[src/rtl/uart_tx_arbiter_pkg.sv]
// Shared UART types: arbiter state encoding and index-width helper.
// HEADER state exists only when UART_TX_ARB_ID_HEADER_EN is defined.
package uart_pkg;

`ifdef UART_TX_ARB_ID_HEADER_EN
  typedef enum logic [1:0] {
    IDLE   = 2'd0,
    HEADER = 2'd1,
    STREAM = 2'd2
  } uart_tx_arb_state_t;
`else
  typedef enum logic [1:0] {
    IDLE   = 2'd0,
    STREAM = 2'd2
  } uart_tx_arb_state_t;
`endif

  // Index width for n items; never less than one bit.
  function automatic int unsigned uart_idx_w(input int unsigned n);
    return (n < 2) ? 1 : $clog2(n);
  endfunction

endpackage

[src/rtl/uart_tx_arbiter_if.sv]
// Requester/TX-FIFO bundle for uart_tx_arbiter. Master drives requests and
// fifo_full; slave (the arbiter) drives ready, FIFO write and status.
interface uart_tx_arbiter_if
  import uart_pkg::*;
#(
  parameter int unsigned NUM_REQ    = 4,
  parameter int unsigned WORD_WIDTH = 8
);
  localparam int unsigned GW = uart_idx_w(NUM_REQ);

  logic [NUM_REQ-1:0]            req_valid;
  logic [NUM_REQ*WORD_WIDTH-1:0] req_data;
  logic [NUM_REQ-1:0]            req_last;
  logic [NUM_REQ-1:0]            req_ready;
  logic                          fifo_full;
  logic                          fifo_we;
  logic [WORD_WIDTH-1:0]         fifo_din;
  logic                          busy;
  logic [GW-1:0]                 grant_id;

  modport master (
    output req_valid, req_data, req_last, fifo_full,
    input  req_ready, fifo_we, fifo_din, busy, grant_id
  );

  modport slave (
    input  req_valid, req_data, req_last, fifo_full,
    output req_ready, fifo_we, fifo_din, busy, grant_id
  );
endinterface

[src/rtl/uart_rr_picker.sv]
// Combinational round-robin picker: first set request after last_grant,
// wrapping modulo NUM_REQ.
module uart_rr_picker
  import uart_pkg::*;
#(
  parameter int unsigned NUM_REQ = 4,
  localparam int unsigned GW     = uart_idx_w(NUM_REQ)
) (
  input  logic [NUM_REQ-1:0] req,
  input  logic [GW-1:0]      last_grant,
  output logic               found,
  output logic [GW-1:0]      winner
);

  int unsigned   idx;
  logic [GW-1:0] cand;

  // Scan farthest-first so the nearest candidate after last_grant wins.
  always_comb begin
    found  = 1'b0;
    winner = '0;
    idx    = 0;
    cand   = '0;
    for (int unsigned i = NUM_REQ; i >= 1; i--) begin
      idx  = (int'(last_grant) + i) % NUM_REQ;
      cand = GW'(idx);
      if (req[cand]) begin
        found  = 1'b1;
        winner = cand;
      end
    end
  end

endmodule

[src/rtl/uart_tx_arbiter.sv]
// Round-robin message arbiter sharing one UART TX FIFO between NUM_REQ
// requesters. Define UART_TX_ARB_ID_HEADER_EN to prefix each message with grant_id.
module uart_tx_arbiter
  import uart_pkg::*;
#(
  parameter int unsigned NUM_REQ    = 4,
  parameter int unsigned WORD_WIDTH = 8
) (
  input logic             clk,
  input logic             rst,
  uart_tx_arbiter_if.slave bus
);

  localparam int unsigned GW = uart_idx_w(NUM_REQ);

  uart_tx_arb_state_t state_q, state_d;
  logic [GW-1:0]      grant_q, grant_d;
  logic [GW-1:0]      last_grant_q, last_grant_d;
  logic               busy_q, busy_d;

  logic               pick_found;
  logic [GW-1:0]      pick_idx;
  logic               g_valid;
  logic               g_last;
  logic [WORD_WIDTH-1:0] g_data;

  uart_rr_picker #(.NUM_REQ(NUM_REQ)) u_picker (
    .req        (bus.req_valid),
    .last_grant (last_grant_q),
    .found      (pick_found),
    .winner     (pick_idx)
  );

  always_comb begin
    g_valid = bus.req_valid[grant_q];
    g_last  = bus.req_last[grant_q];
    g_data  = bus.req_data[int'(grant_q)*WORD_WIDTH +: WORD_WIDTH];
  end

  always_comb begin
    state_d       = state_q;
    grant_d       = grant_q;
    last_grant_d  = last_grant_q;
    bus.req_ready = '0;
    bus.fifo_we   = 1'b0;
    bus.fifo_din  = '0;

    unique case (state_q)
      IDLE: begin
        if (pick_found) begin
          grant_d = pick_idx;
`ifdef UART_TX_ARB_ID_HEADER_EN
          state_d = HEADER;
`else
          state_d = STREAM;
`endif
        end
      end
`ifdef UART_TX_ARB_ID_HEADER_EN
      HEADER: begin
        if (!bus.fifo_full) begin
          bus.fifo_we  = 1'b1;
          bus.fifo_din = WORD_WIDTH'(grant_q);
          state_d      = STREAM;
        end
      end
`endif
      STREAM: begin
        bus.req_ready[grant_q] = ~bus.fifo_full;
        if (g_valid && !bus.fifo_full) begin
          bus.fifo_we  = 1'b1;
          bus.fifo_din = g_data;
          if (g_last) begin
            state_d      = IDLE;
            last_grant_d = grant_q;
          end
        end
      end
      default: state_d = IDLE;
    endcase

    busy_d = (state_d != IDLE);
  end

  always_ff @(posedge clk) begin
    if (rst) begin
      state_q      <= IDLE;
      grant_q      <= '0;
      last_grant_q <= GW'(NUM_REQ - 1);
      busy_q       <= 1'b0;
    end else begin
      state_q      <= state_d;
      grant_q      <= grant_d;
      last_grant_q <= last_grant_d;
      busy_q       <= busy_d;
    end
  end

  assign bus.busy     = busy_q;
  assign bus.grant_id = grant_q;

endmodule

[src/flat_wrapper.sv]
// flat-port wrapper written by rule: the top's interface ports become plain ports
module uart_tx_arbiter_flat import uart_pkg::*;
#(
  parameter int unsigned NUM_REQ    = 4,
  parameter int unsigned WORD_WIDTH = 8
)
  (clk, rst, bus_req_valid, bus_req_data, bus_req_last, bus_fifo_full, bus_req_ready, bus_fifo_we, bus_fifo_din, bus_busy, bus_grant_id);
  uart_tx_arbiter_if #(.NUM_REQ(NUM_REQ), .WORD_WIDTH(WORD_WIDTH)) bus_i ();
  input logic clk;
  input logic rst;
  input wire logic [$bits(bus_i.req_valid)-1:0] bus_req_valid;
  input wire logic [$bits(bus_i.req_data)-1:0] bus_req_data;
  input wire logic [$bits(bus_i.req_last)-1:0] bus_req_last;
  input wire logic [$bits(bus_i.fifo_full)-1:0] bus_fifo_full;
  output wire logic [$bits(bus_i.req_ready)-1:0] bus_req_ready;
  output wire logic [$bits(bus_i.fifo_we)-1:0] bus_fifo_we;
  output wire logic [$bits(bus_i.fifo_din)-1:0] bus_fifo_din;
  output wire logic [$bits(bus_i.busy)-1:0] bus_busy;
  output wire logic [$bits(bus_i.grant_id)-1:0] bus_grant_id;
  assign bus_i.req_valid = bus_req_valid;
  assign bus_i.req_data = bus_req_data;
  assign bus_i.req_last = bus_req_last;
  assign bus_i.fifo_full = bus_fifo_full;
  assign bus_req_ready = bus_i.req_ready;
  assign bus_fifo_we = bus_i.fifo_we;
  assign bus_fifo_din = bus_i.fifo_din;
  assign bus_busy = bus_i.busy;
  assign bus_grant_id = bus_i.grant_id;
  uart_tx_arbiter #(.NUM_REQ(NUM_REQ), .WORD_WIDTH(WORD_WIDTH)) u_core (.clk(clk), .rst(rst), .bus(bus_i));
endmodule
[config.mk]
export PLATFORM = sky130hd
export DESIGN_NAME = uart_tx_arbiter_flat
export DESIGN_NICKNAME = d
export VERILOG_FILES = /design/src/rtl/uart_tx_arbiter_pkg.sv /design/src/rtl/uart_tx_arbiter_if.sv /design/src/rtl/uart_rr_picker.sv /design/src/rtl/uart_tx_arbiter.sv /design/src/flat_wrapper.sv
export SDC_FILE = /design/constraint.sdc
export NUM_CORES = 1
export LEC_CHECK = 0
export BUFFER_PORTS_ARGS = -buffer_cell sky130_fd_sc_hd__buf_2
export CORE_MARGIN = 5
export CORE_UTILIZATION = 41
export DETAILED_ROUTE_END_ITERATION = 10
export PLACE_DENSITY = 0.83
export SYNTH_ARGS = -nofsm -noshare
export SYNTH_HDL_FRONTEND = slang
export SYNTH_SLANG_ARGS = --single-unit
[constraint.sdc]
create_clock -name clk -period 4.4 [get_ports clk]
set_input_delay 0.88 -clock clk [delete_from_list [all_inputs] [get_ports clk]]
set_output_delay 0.88 -clock clk [all_outputs]
set_load 0.05 [all_outputs]
==> impl_results.md <==
- Kind of end point of the critical path: output pin
- Pin count of the biggest net entering global routing: 18
- Routed WL: 2400 um
- Antenna Violating Nets Remaining: 0
- Area share of the leading cell type in the synthesized netlist: 19.8%
- Total clock sinks: 7
- Area of the core: 0.00169 sq mm
- Total grt overflow: 0
- Number of register bits inferred by synthesis: 7
- Clock transition at the registers of the reported paths: 0.06 ns
- Top cells by area, synth: sky130_fd_sc_hd__dfxtp_1 (20%), sky130_fd_sc_hd__mux4_2 (19%), sky130_fd_sc_hd__mux4_1 (15%)
- Maximum frequency from static timing analysis: 323 MHz
- Final design area excluding fillers: 0.00102 sq mm
- Startpoint Class: register
- Synth cell types: 29
- Static Leak: 0.000533 uW
- Number of I/O pins: 59
- Quantity of gates resized following cts: 0
- Count of input and output buffers: 58
- Largest delay share family, worst path: flip-flops
- 1st-iter DRT viols: 34
- CP required: 3.52 ns
- Std cell rows: 15
- Post-DR wirelength/cell: 16.4 um
- Post-Syn Instances: 71
- CTS Hold Buffers Added: 0
- Yosys top cell by area: sky130_fd_sc_hd__dfxtp_1
- Post-synth design cell area: 709 sq um
- Grt met1 use: 19.1%
- Total iterations of the first detailed-routing run: 4
- Width of the chip: 51.6 um
- Drt drc: 0
- First-pass GRT wire length: 3730 um
- Number of synthesized flops with an enable pin: 0
- Placed wire-length estimate after detailed placement: 1890 um
- Number of pins exceeding their max-slew limit in the final report: 0
- Sequential-to-total area share from yosys stat: 19.8%
- Worst setup path class: register to output pin
- Dpl cell area: 993 sq um
- Final-report hold violation count: 0
- Worst Hold Class: register to register
- Grt met3 use: 2.01%
- Depth of the critical timing path with buffers and inverters included: 3
- Post-layout net count: 173
- Delay of the slowest cell on the worst path: 0.83 ns
- Part of the cycle the worst path needs: 70.4%
- Mean instance size in the synthesized netlist: 9.99 sq um
- Die Height: 51.6 um
- Synthesized net count: 114
- Global-route total usage across every layer: 18.6%
- GRT busiest layer: met2
- Critical path data arrival time: 2.22 ns
- Deepest clock path buffer count: 2
- Clock tree root driver cell: sky130_fd_sc_hd__clkbuf_4
- Number of antenna violations at the first check in global routing: 0
- Num CTS Buffers: 3
- Status: finished, final reports clean
- Critical-path top delay cell: sky130_fd_sc_hd__dfxtp_1
- Sum of negative setup slack: 0 ns
- Share of cells above drive strength 1: 55.8%
- Clock tree from TritonCTS: built
- Per-cell via count in the routed design: 5.86
- Number of cells traversed by the worst register-to-register path: 3
- MaxCap Viol Count: 0
- Max-Slew Margin vs Limit: 47.6%
- Final count of negative-setup-slack endpoints: 0
- Clock latency at the later pin of the worst-skew pair: 0.25 ns
- RSZ-0062 raised after global routing: false
- Die Outline Area: 0.00266 sq mm
- Pre-CTS worst setup slack: 1.51 ns
- Via count: 855
- GR Layer Usage met2: 36.4%
- Total inserted antenna cells: 0
- Worst Hold Path Cells: 2
- Worst-case vdd ir drop: 0.107 mV
- Min Tclk post-route: 3.10 ns
- Placer congestion estimate: 0.802
- Critical path buffers and inverters: 1
- Initial Util: 42.0%
- Peak fanout along the critical path: 17
- Async SR Flop Fraction: 0%
- Max Clock Skew: 0.000985 ns
- Post CTS Setup Buffer Count: 0
- Signed area change from the synthesized netlist to the final layout: 43.7%
- Warnings, synthesis: 0
- Via count of the first global-routing pass: 840
- Least-Margin Pin Slew: 0.785 ns
- Max H-tree Level: 1
- Fin Hold WS: 0.589 ns
- Final Worst Setup Slack: 1.30 ns
- Main flop type after synthesis: sky130_fd_sc_hd__dfxtp_1
- Power per cell area: 208 mW/mm^2
- Critical Path, Cell by Cell: mux4_2 -> and3_1 -> buf_2
layout by cell type, fill, tap and decap left out, types with 2 or more instances in the layout:
master	instances
sky130_fd_sc_hd__clkbuf_4	3
sky130_fd_sc_hd__mux4_1	4
sky130_fd_sc_hd__o21ai_0	3
sky130_fd_sc_hd__nor2_1	4
sky130_fd_sc_hd__and3_1	10
sky130_fd_sc_hd__nor3_1	2
sky130_fd_sc_hd__a21oi_1	4
sky130_fd_sc_hd__a31oi_1	3
sky130_fd_sc_hd__mux4_2	6
sky130_fd_sc_hd__nand2_1	4
sky130_fd_sc_hd__nand2b_1	2
sky130_fd_sc_hd__dfxtp_1	7
sky130_fd_sc_hd__buf_2	58
sky130_fd_sc_hd__inv_1	3
metrics by stage:
step / cells / total power, uW / util, %
after global routing: 146 / 226 / 60.4
after detailed placement: 142 / 152 / 58.8
final: 146 / 212 / 60.4
after CTS: 146 / 213 / 60.4
after floorplan: 71 / 126 / -
after global placement: 142 / 149 / 58.8
registers in the layout, summed over array words and instances (netlist names):
signal and cells:
u_core.bus.grant_id 2, u_core.bus.busy 1, u_core.last_grant_q 2, u_core.state_q 2
cells by family after synthesis:
| family | after synthesis | share of synthesized area, % |
|---|---|---|
| multiplexers | 10 | 33.9 |
| AO/OA/AOI/OAI | 19 | 19.8 |
| other | 1 | 0.529 |
| flip-flops | 7 | 19.8 |
| AND/OR/NAND/NOR | 25 | 19.0 |
| buffers and inverters | 9 | 7.05 |
worst paths after layout:
kind                                              from                     end  slack (ns)
worst max-delay path            u_core.bus.grant_id[0]         bus_fifo_din[0]        1.30
worst min-delay path            u_core.last_grant_q[1]  u_core.last_grant_q[1]        0.59
worst max register to register  u_core.bus.grant_id[0]  u_core.last_grant_q[0]        2.31
worst min register to register  u_core.last_grant_q[1]  u_core.last_grant_q[1]        0.59
Yosys cell counts, drive strengths merged, types with 2 or more instances:
master  count
inv         4
nand2b      2
and3       10
nand2       4
a31oi       3
o21ai       4
dfxtp       7
buf         3
a21oi       4
mux4       10
nor2        4
nor3        2
clkbuf      2
layout make-up:
type	count	area [sq um]
Fill cell	144	669
Multi-Input combinational cell	55	519
Timing Repair Buffer	59	298
Sequential cell	7	140
Clock buffer	4	26.3
Tap cell	17	21.3
Inverter	4	15.0
worst reg2reg max path, delay by kind of cell, from the launching register on:
family	cells	cell delay (ns)
AOI/OAI and AO/OA	2	0.41
DFF	1	0.83
muxes	1	0.72
power breakdown:
group | switching, uW | internal [uW] | leakage [uW] | total (uW)
Sequential | 8.39 | 66.8 | 0.0000577 | 75.2
Combinational | 37.2 | 39.2 | 0.000461 | 76.3
Clock | 25.3 | 34.7 | 0.0000150 | 60.0
metal layers:
metal	vias up	routed length, um
li1	405	-
met1	386	837
met2	56	1280
met3	8	216
met4	0	61
met5	-	0
(Power assumes the default switching activity.)
